`src/rtl/hub75_pkg.sv`:
```
// Shared definitions for the HUB75 bit-plane (BCM) panel driver.
package hub75_pkg;

    localparam int HUB75_COLS     = 32;
    localparam int HUB75_ROW_BITS = 4;
    localparam int HUB75_DEPTH    = 4;
    localparam int HUB75_BASE_T   = 8;

    typedef enum logic [2:0] {
        ST_IDLE,
        ST_PREFETCH,
        ST_SHIFT,
        ST_LATCH,
        ST_DISPLAY
    } state_t;

    // Display time of one bit-plane: binary weighted from the plane-0 base.
    function automatic int plane_ticks(input int base_t, input int plane);
        return base_t << plane;
    endfunction

endpackage

```
`src/rtl/hub75_bcm_timer.sv`:
```
// DISPLAY countdown: loaded with the plane weight, done when it reaches zero.
module hub75_bcm_timer
    import hub75_pkg::*;
#(
    parameter int BASE_T = HUB75_BASE_T,
    parameter int DEPTH  = HUB75_DEPTH,
    parameter int PW     = (DEPTH > 1) ? $clog2(DEPTH) : 1
) (
    input  logic          clk,
    input  logic          srst,
    input  logic          load,
    input  logic [PW-1:0] plane,
    output logic          done
);

    localparam int MAX_T = plane_ticks(BASE_T, DEPTH - 1);
    localparam int CW    = $clog2(MAX_T + 1);

    logic [CW-1:0] count_reg;

    // Load one cycle before DISPLAY so the count hits zero on its last cycle.
    always_ff @(posedge clk) begin
        if (srst) begin
            count_reg <= '0;
        end else if (load) begin
            count_reg <= CW'(plane_ticks(BASE_T, int'(plane)));
        end else if (count_reg != '0) begin
            count_reg <= count_reg - CW'(1);
        end
    end

    assign done = (count_reg == '0);

endmodule

```
`src/rtl/hub75_bcm_driver.sv`:
```
// HUB75 LED matrix driver: shifts one row per bit-plane, latches it, and
// shows it for a binary-weighted time (bit-angle / binary code modulation).
module hub75_bcm_driver
    import hub75_pkg::*;
#(
    parameter int COLS     = HUB75_COLS,
    parameter int ROW_BITS = HUB75_ROW_BITS,
    parameter int DEPTH    = HUB75_DEPTH,
    parameter int BASE_T   = HUB75_BASE_T
) (
    input  logic                               clk,
    input  logic                               rst,
    input  logic                               enable,
    output logic [ROW_BITS+$clog2(COLS)-1:0]   fb_addr,
    input  logic [6*DEPTH-1:0]                 fb_data,
    output logic [1:0]                         mat_r,
    output logic [1:0]                         mat_g,
    output logic [1:0]                         mat_b,
    output logic [ROW_BITS-1:0]                mat_row,
    output logic                               mat_clk,
    output logic                               mat_lat,
    output logic                               mat_oe,
    output logic                               frame_start
);

    localparam int CB = $clog2(COLS);
    localparam int PW = (DEPTH > 1) ? $clog2(DEPTH) : 1;
    localparam int AW = ROW_BITS + CB;

    state_t              state_reg;
    logic [ROW_BITS-1:0] row_reg;
    logic [PW-1:0]       plane_reg;
    logic [CB-1:0]       col_reg;
    logic                phase_reg;
    logic                latch_phase_reg;
    logic                stop_reg;
    logic [AW-1:0]       fb_addr_reg;
    logic [ROW_BITS-1:0] mat_row_reg;
    logic                mat_clk_reg;
    logic                mat_lat_reg;
    logic                mat_oe_reg;
    logic                frame_start_reg;
    logic [5:0]          lane_reg;

    logic [5:0]          plane_bits;
    logic [5:0]          lane_src;
    logic                timer_load;
    logic                timer_done;

    // Pick bit b of each channel; index 5..0 = r_up,g_up,b_up,r_lo,g_lo,b_lo.
    for (genvar gi = 0; gi < 6; gi++) begin : g_chan
        logic [DEPTH-1:0] chan;
        assign chan           = fb_data[gi*DEPTH +: DEPTH];
        assign plane_bits[gi] = chan[plane_reg];
    end

    // Data arrives during shift phase 0; phase 1 holds the captured copy.
    assign lane_src = (state_reg == ST_SHIFT && !phase_reg) ? plane_bits : lane_reg;
    assign mat_r    = {lane_src[2], lane_src[5]};
    assign mat_g    = {lane_src[1], lane_src[4]};
    assign mat_b    = {lane_src[0], lane_src[3]};

    assign fb_addr     = fb_addr_reg;
    assign mat_row     = mat_row_reg;
    assign mat_clk     = mat_clk_reg;
    assign mat_lat     = mat_lat_reg;
    assign mat_oe      = mat_oe_reg;
    assign frame_start = frame_start_reg;

    assign timer_load = (state_reg == ST_LATCH) && !latch_phase_reg;

    hub75_bcm_timer #(
        .BASE_T (BASE_T),
        .DEPTH  (DEPTH),
        .PW     (PW)
    ) u_timer (
        .clk   (clk),
        .srst  (rst),
        .load  (timer_load),
        .plane (plane_reg),
        .done  (timer_done)
    );

    // Scan FSM with registered panel outputs for the state being entered.
    always_ff @(posedge clk) begin
        if (rst) begin
            state_reg       <= ST_IDLE;
            row_reg         <= '0;
            plane_reg       <= '0;
            col_reg         <= '0;
            phase_reg       <= 1'b0;
            latch_phase_reg <= 1'b0;
            stop_reg        <= 1'b0;
            fb_addr_reg     <= '0;
            mat_row_reg     <= '0;
            mat_clk_reg     <= 1'b0;
            mat_lat_reg     <= 1'b0;
            mat_oe_reg      <= 1'b1;
            frame_start_reg <= 1'b0;
            lane_reg        <= '0;
        end else begin
            frame_start_reg <= 1'b0;
            if (!enable && state_reg != ST_IDLE) begin
                stop_reg <= 1'b1;
            end
            case (state_reg)
                ST_IDLE: begin
                    stop_reg    <= 1'b0;
                    row_reg     <= '0;
                    plane_reg   <= '0;
                    fb_addr_reg <= '0;
                    mat_clk_reg <= 1'b0;
                    mat_lat_reg <= 1'b0;
                    mat_oe_reg  <= 1'b1;
                    lane_reg    <= '0;
                    if (enable) begin
                        state_reg       <= ST_PREFETCH;
                        frame_start_reg <= 1'b1;
                    end
                end
                ST_PREFETCH: begin
                    state_reg <= ST_SHIFT;
                    col_reg   <= '0;
                    phase_reg <= 1'b0;
                end
                ST_SHIFT: begin
                    if (!phase_reg) begin
                        phase_reg   <= 1'b1;
                        mat_clk_reg <= 1'b1;
                        lane_reg    <= plane_bits;
                        if (col_reg != CB'(COLS - 1)) begin
                            fb_addr_reg <= {row_reg, col_reg + CB'(1)};
                        end
                    end else begin
                        phase_reg   <= 1'b0;
                        mat_clk_reg <= 1'b0;
                        if (col_reg == CB'(COLS - 1)) begin
                            state_reg       <= ST_LATCH;
                            latch_phase_reg <= 1'b0;
                            mat_lat_reg     <= 1'b1;
                            mat_row_reg     <= row_reg;
                            lane_reg        <= '0;
                        end else begin
                            col_reg <= col_reg + CB'(1);
                        end
                    end
                end
                ST_LATCH: begin
                    if (!latch_phase_reg) begin
                        latch_phase_reg <= 1'b1;
                        mat_lat_reg     <= 1'b0;
                    end else begin
                        state_reg  <= ST_DISPLAY;
                        mat_oe_reg <= 1'b0;
                    end
                end
                ST_DISPLAY: begin
                    if (timer_done) begin
                        mat_oe_reg <= 1'b1;
                        if (stop_reg || !enable) begin
                            state_reg   <= ST_IDLE;
                            stop_reg    <= 1'b0;
                            row_reg     <= '0;
                            plane_reg   <= '0;
                            fb_addr_reg <= '0;
                        end else begin
                            state_reg <= ST_PREFETCH;
                            if (plane_reg == PW'(DEPTH - 1)) begin
                                plane_reg       <= '0;
                                row_reg         <= row_reg + ROW_BITS'(1);
                                fb_addr_reg     <= {row_reg + ROW_BITS'(1), {CB{1'b0}}};
                                frame_start_reg <= (row_reg == {ROW_BITS{1'b1}});
                            end else begin
                                plane_reg   <= plane_reg + PW'(1);
                                fb_addr_reg <= {row_reg, {CB{1'b0}}};
                            end
                        end
                    end
                end
                default: begin
                    state_reg <= ST_IDLE;
                end
            endcase
        end
    end

endmodule

```
`config.mk`:
```
export PLATFORM = sky130hd
export DESIGN_NAME = hub75_bcm_driver
export DESIGN_NICKNAME = d
export VERILOG_FILES = /design/src/rtl/hub75_pkg.sv /design/src/rtl/hub75_bcm_timer.sv /design/src/rtl/hub75_bcm_driver.sv
export SDC_FILE = /design/constraint.sdc
export NUM_CORES = 1
export LEC_CHECK = 0
export CORE_MARGIN = 5
export CORE_UTILIZATION = 58
export CTS_BUF_LIST = sky130_fd_sc_hd__clkbuf_2
export DETAILED_ROUTE_END_ITERATION = 6
export GPL_ROUTABILITY_DRIVEN = 0
export PLACE_DENSITY = 0.93
export SLEW_MARGIN = 20
export SYNTH_ARGS = -nofsm -noshare
export SYNTH_HDL_FRONTEND = slang
export SYNTH_SLANG_ARGS = --single-unit
```
`constraint.sdc`:
```
create_clock -name clk -period 3.57 [get_ports clk]
set_input_delay 0.5355 -clock clk [delete_from_list [all_inputs] [get_ports clk]]
set_output_delay 0.5355 -clock clk [all_outputs]
set_load 0.05 [all_outputs]
```
==> flow_metrics.env <==
export IMPL_outcome="finished clean"
export IMPL_first_pass_iters=4
export IMPL_setup_ws_ns=0.275
export IMPL_cts_htree_levels=2
export IMPL_groute_usage_overall=0.225
export IMPL_p_per_area_nw_per_um2=409
export IMPL_core_area_um2=4380
export IMPL_compound_gate_portion_of_the_synthesized_area=0.204
export IMPL_drc_errors=0
export IMPL_final_cell_mix="clkdlybuf4s50_1 (49), dfxtp_1 (47), nand2_1 (38)"
export IMPL_slew_headroom=0.466
export IMPL_grt_pass1_vias=2390
export IMPL_static_leakage_power_nw=1.12
export IMPL_synthDistinctLibCells=60
export IMPL_drtAntennaViolNets=0
export IMPL_multiplexer_share_of_the_synthesized_area=0.0724
export IMPL_finalHoldViolCount=0
export IMPL_setup_repair_after_global_routing_missed_its_margin="no"
export IMPL_largest_reg_flops=9
export IMPL_period_share=0.923
export IMPL_fin_crit_ns=3.29
export IMPL_die_width_um=77.3
export IMPL_final_max_slew_violation_count=0
export IMPL_cts_setup_buffers=0
export IMPL_number_of_antenna_violations_at_the_first_check_in_global_routing=0
export IMPL_gr_total_overflow=0
export IMPL_synth_warn=0
export IMPL_vias=2494
export IMPL_cts_root_buf="clkbuf_2"
export IMPL_max_freq_mhz=303
export IMPL_numCtsBuffers=5
export IMPL_hold_path_class="register to register"
export IMPL_postCtsResizedCells=0
export IMPL_cts_reportedPaths_clkPinSlew_ns=0.22
export IMPL_grt_first_pass_wirelength_mm=11.3
export IMPL_worst_slew_pin_transition_ns=0.798
export IMPL_path_cells="or3b_2, nor2_1, nand2_1, nand2_1, clkdlybuf4s50_1"
export IMPL_drt_wirelength_per_cell_um=16.6
export IMPL_syn_area_um2=2630
export IMPL_postRouteWirelength_mm=6.59
export IMPL_finalInstanceArea_um2=3150
export IMPL_drive_gt1_frac=0.101
export IMPL_critical_path_max_fanout=6
export IMPL_syn_inst=307
export IMPL_synth_top_family_by_area="simple AND/OR/NAND/NOR gates"
export IMPL_final_sum_of_negative_setup_slack_ns=0
export IMPL_critPathCaptureType="output port"
export IMPL_layout_cells_most_common="clkdlybuf4s50_1"
export IMPL_crit_path_max_cell_delay_ns=0.81
export IMPL_postSynth_asyncResetShare=0
export IMPL_viasPerCell=6.28
export IMPL_drt_first_iter_violations=206
export IMPL_clk_latency_worst_skew_pair_ns=0.41
export IMPL_cts_sinks=47
export IMPL_boundaryPins=50
export IMPL_half_perimeter_wire_length_of_the_detailed_placement_result_mm=4.76
export IMPL_timing_critical_path_from_type="register"
export IMPL_worstSetupPathType="register to output port"
export IMPL_fin_hold_ws_ns=0.475
export IMPL_required_ns=3.03
export IMPL_totalPowerFinal_mw=1.29
export IMPL_buffer_ports_inserted=49
export IMPL_die_height_um=77.3
export IMPL_n_antenna_cell=0
export IMPL_maxCapViolations=0
export IMPL_place_worst_setup_slack_ns=0.773
export IMPL_xor_xnor_share_of_the_synthesized_area=0.0200
export IMPL_synth_area_per_cell_um2=8.55
export IMPL_instance_area_at_placement_um2=3120
export IMPL_die_area_um2=5970
export IMPL_clockBufferDepth=2
export IMPL_tritoncts="built"
export IMPL_worst_path_most_repeated_cell="nand2_1"
export IMPL_design_final_nets=382
export IMPL_postCtsHoldBufs=0
export IMPL_floorplan_rows=24
export IMPL_synth_adder_area_share=0.0429
export IMPL_number_of_synthesized_flops_with_an_enable_pin=0
export IMPL_grt_max_degree=26
export IMPL_initial_core_util=0.599
export IMPL_arrival_ns=2.76
export IMPL_post_synth_and_or_nand_nor_area_fraction=0.252
export IMPL_layout_area_overhead_vs_synth_pct=19.9
export IMPL_max_vdd_ir_drop_mv=0.207
export IMPL_critical_path_slowest_cell="clkdlybuf4s50_1"
export IMPL_timing_clock_skew_ns=0.0178
export IMPL_register_area_share_after_synthesis=0.358
export IMPL_syn_nets=343
export IMPL_setup_viol=0
export IMPL_post_synthesis_sequential_element_count=47
export IMPL_synthFlopType="dfxtp_1"
-- area by class of cell --
class | count | area (um2)
Inverter | 8 | 30.0
Multi-Input combinational cell | 230 | 1550
Tap cell | 52 | 65.1
Timing Repair Buffer | 54 | 528
Clock buffer | 6 | 30.0
Fill cell | 360 | 1240
Sequential cell | 47 | 941
-- routing by layer --
metal | routed length, um | up-vias | track usage
met5 | 0 | - | 0
met4 | 153 | 0 | 0.0790
met3 | 347 | 19 | 0.0527
met2 | 3320 | 83 | 0.375
met1 | 2770 | 1194 | 0.283
li1 | - | 1198 | -
-- report_power, final --
part	switching, mW	internal, mW
Sequential	0.0434	0.568
Clock	0.160	0.0442
Combinational	0.285	0.188
Total	0.488	0.800
-- logic make-up after synthesis --
kind of cell,after synthesis
and+or+nand+nor,124
AOI/OAI and AO/OA,80
DFF,47
buffers and inverters,30
muxes,11
adders and majority gates,9
xor gates and xnor gates,6
-- through the flow --
step,utilization,instances
global placement,0.711,391
detailed placement,0.711,391
global route,0.718,397
finish,0.718,397
CTS,0.718,397
floorplan,-,307
-- Yosys cell counts (2+ instances only) --
| master | count | area, um2 |
|---|---|---|
| a32oi_1 | 4 | 35.0 |
| buf_2 | 3 | 15.0 |
| nor2_2 | 2 | 12.5 |
| a21bo_2 | 2 | 20.0 |
| nand2b_1 | 5 | 31.3 |
| nand3_1 | 17 | 85.1 |
| xnor2_1 | 3 | 26.3 |
| nor2_1 | 19 | 71.3 |
| a21oi_1 | 29 | 145 |
| nor4_1 | 5 | 31.3 |
| o21a_1 | 2 | 15.0 |
| mux4_2 | 6 | 135 |
| and3_1 | 3 | 18.8 |
| nand4_1 | 3 | 18.8 |
| clkbuf_1 | 16 | 60.1 |
| a31oi_1 | 2 | 12.5 |
| o211ai_1 | 6 | 45.0 |
| a211oi_1 | 5 | 37.5 |
| a2111oi_0 | 2 | 17.5 |
| xor2_1 | 3 | 26.3 |
| nand3b_1 | 2 | 15.0 |
| ha_1 | 9 | 113 |
| nor3b_1 | 3 | 22.5 |
| nor2b_1 | 3 | 18.8 |
| mux2i_1 | 4 | 40.0 |
| inv_1 | 8 | 30.0 |
| dfxtp_1 | 47 | 941 |
| or2_2 | 5 | 31.3 |
| nand2_1 | 38 | 143 |
| o31ai_1 | 2 | 15.0 |
| nor3_1 | 8 | 40.0 |
| o21ai_0 | 10 | 50.1 |
| a21boi_0 | 2 | 15.0 |
| a311oi_1 | 2 | 17.5 |
| buf_6 | 2 | 22.5 |
-- worst max-delay path: cells and delay by family (launching register included) --
kind,cells,cell delay (ns)
AND/OR/NAND/NOR,4,1.14
buffers and inverters,1,0.81
flip-flops,1,0.40
-- path summary, 6_finish.rpt --
kind | startpoint | end | slack, ns | cells past startpoint
worst max-delay path | state_reg[1]$_SDFFE_PP0P_ | mat_b[0] | 0.28 | 5
worst min-delay path | lane_reg[4]$_SDFFE_PP0P_ | lane_reg[4]$_SDFFE_PP0P_ | 0.47 | 2
worst max register to register | col_reg[0]$_SDFFE_PP0P_ | fb_addr[8]$_SDFFE_PP0P_ | 1.18 | 7
worst min register to register | lane_reg[4]$_SDFFE_PP0P_ | lane_reg[4]$_SDFFE_PP0P_ | 0.47 | 2
No activity file was read; power rests on OpenSTA's default activity.
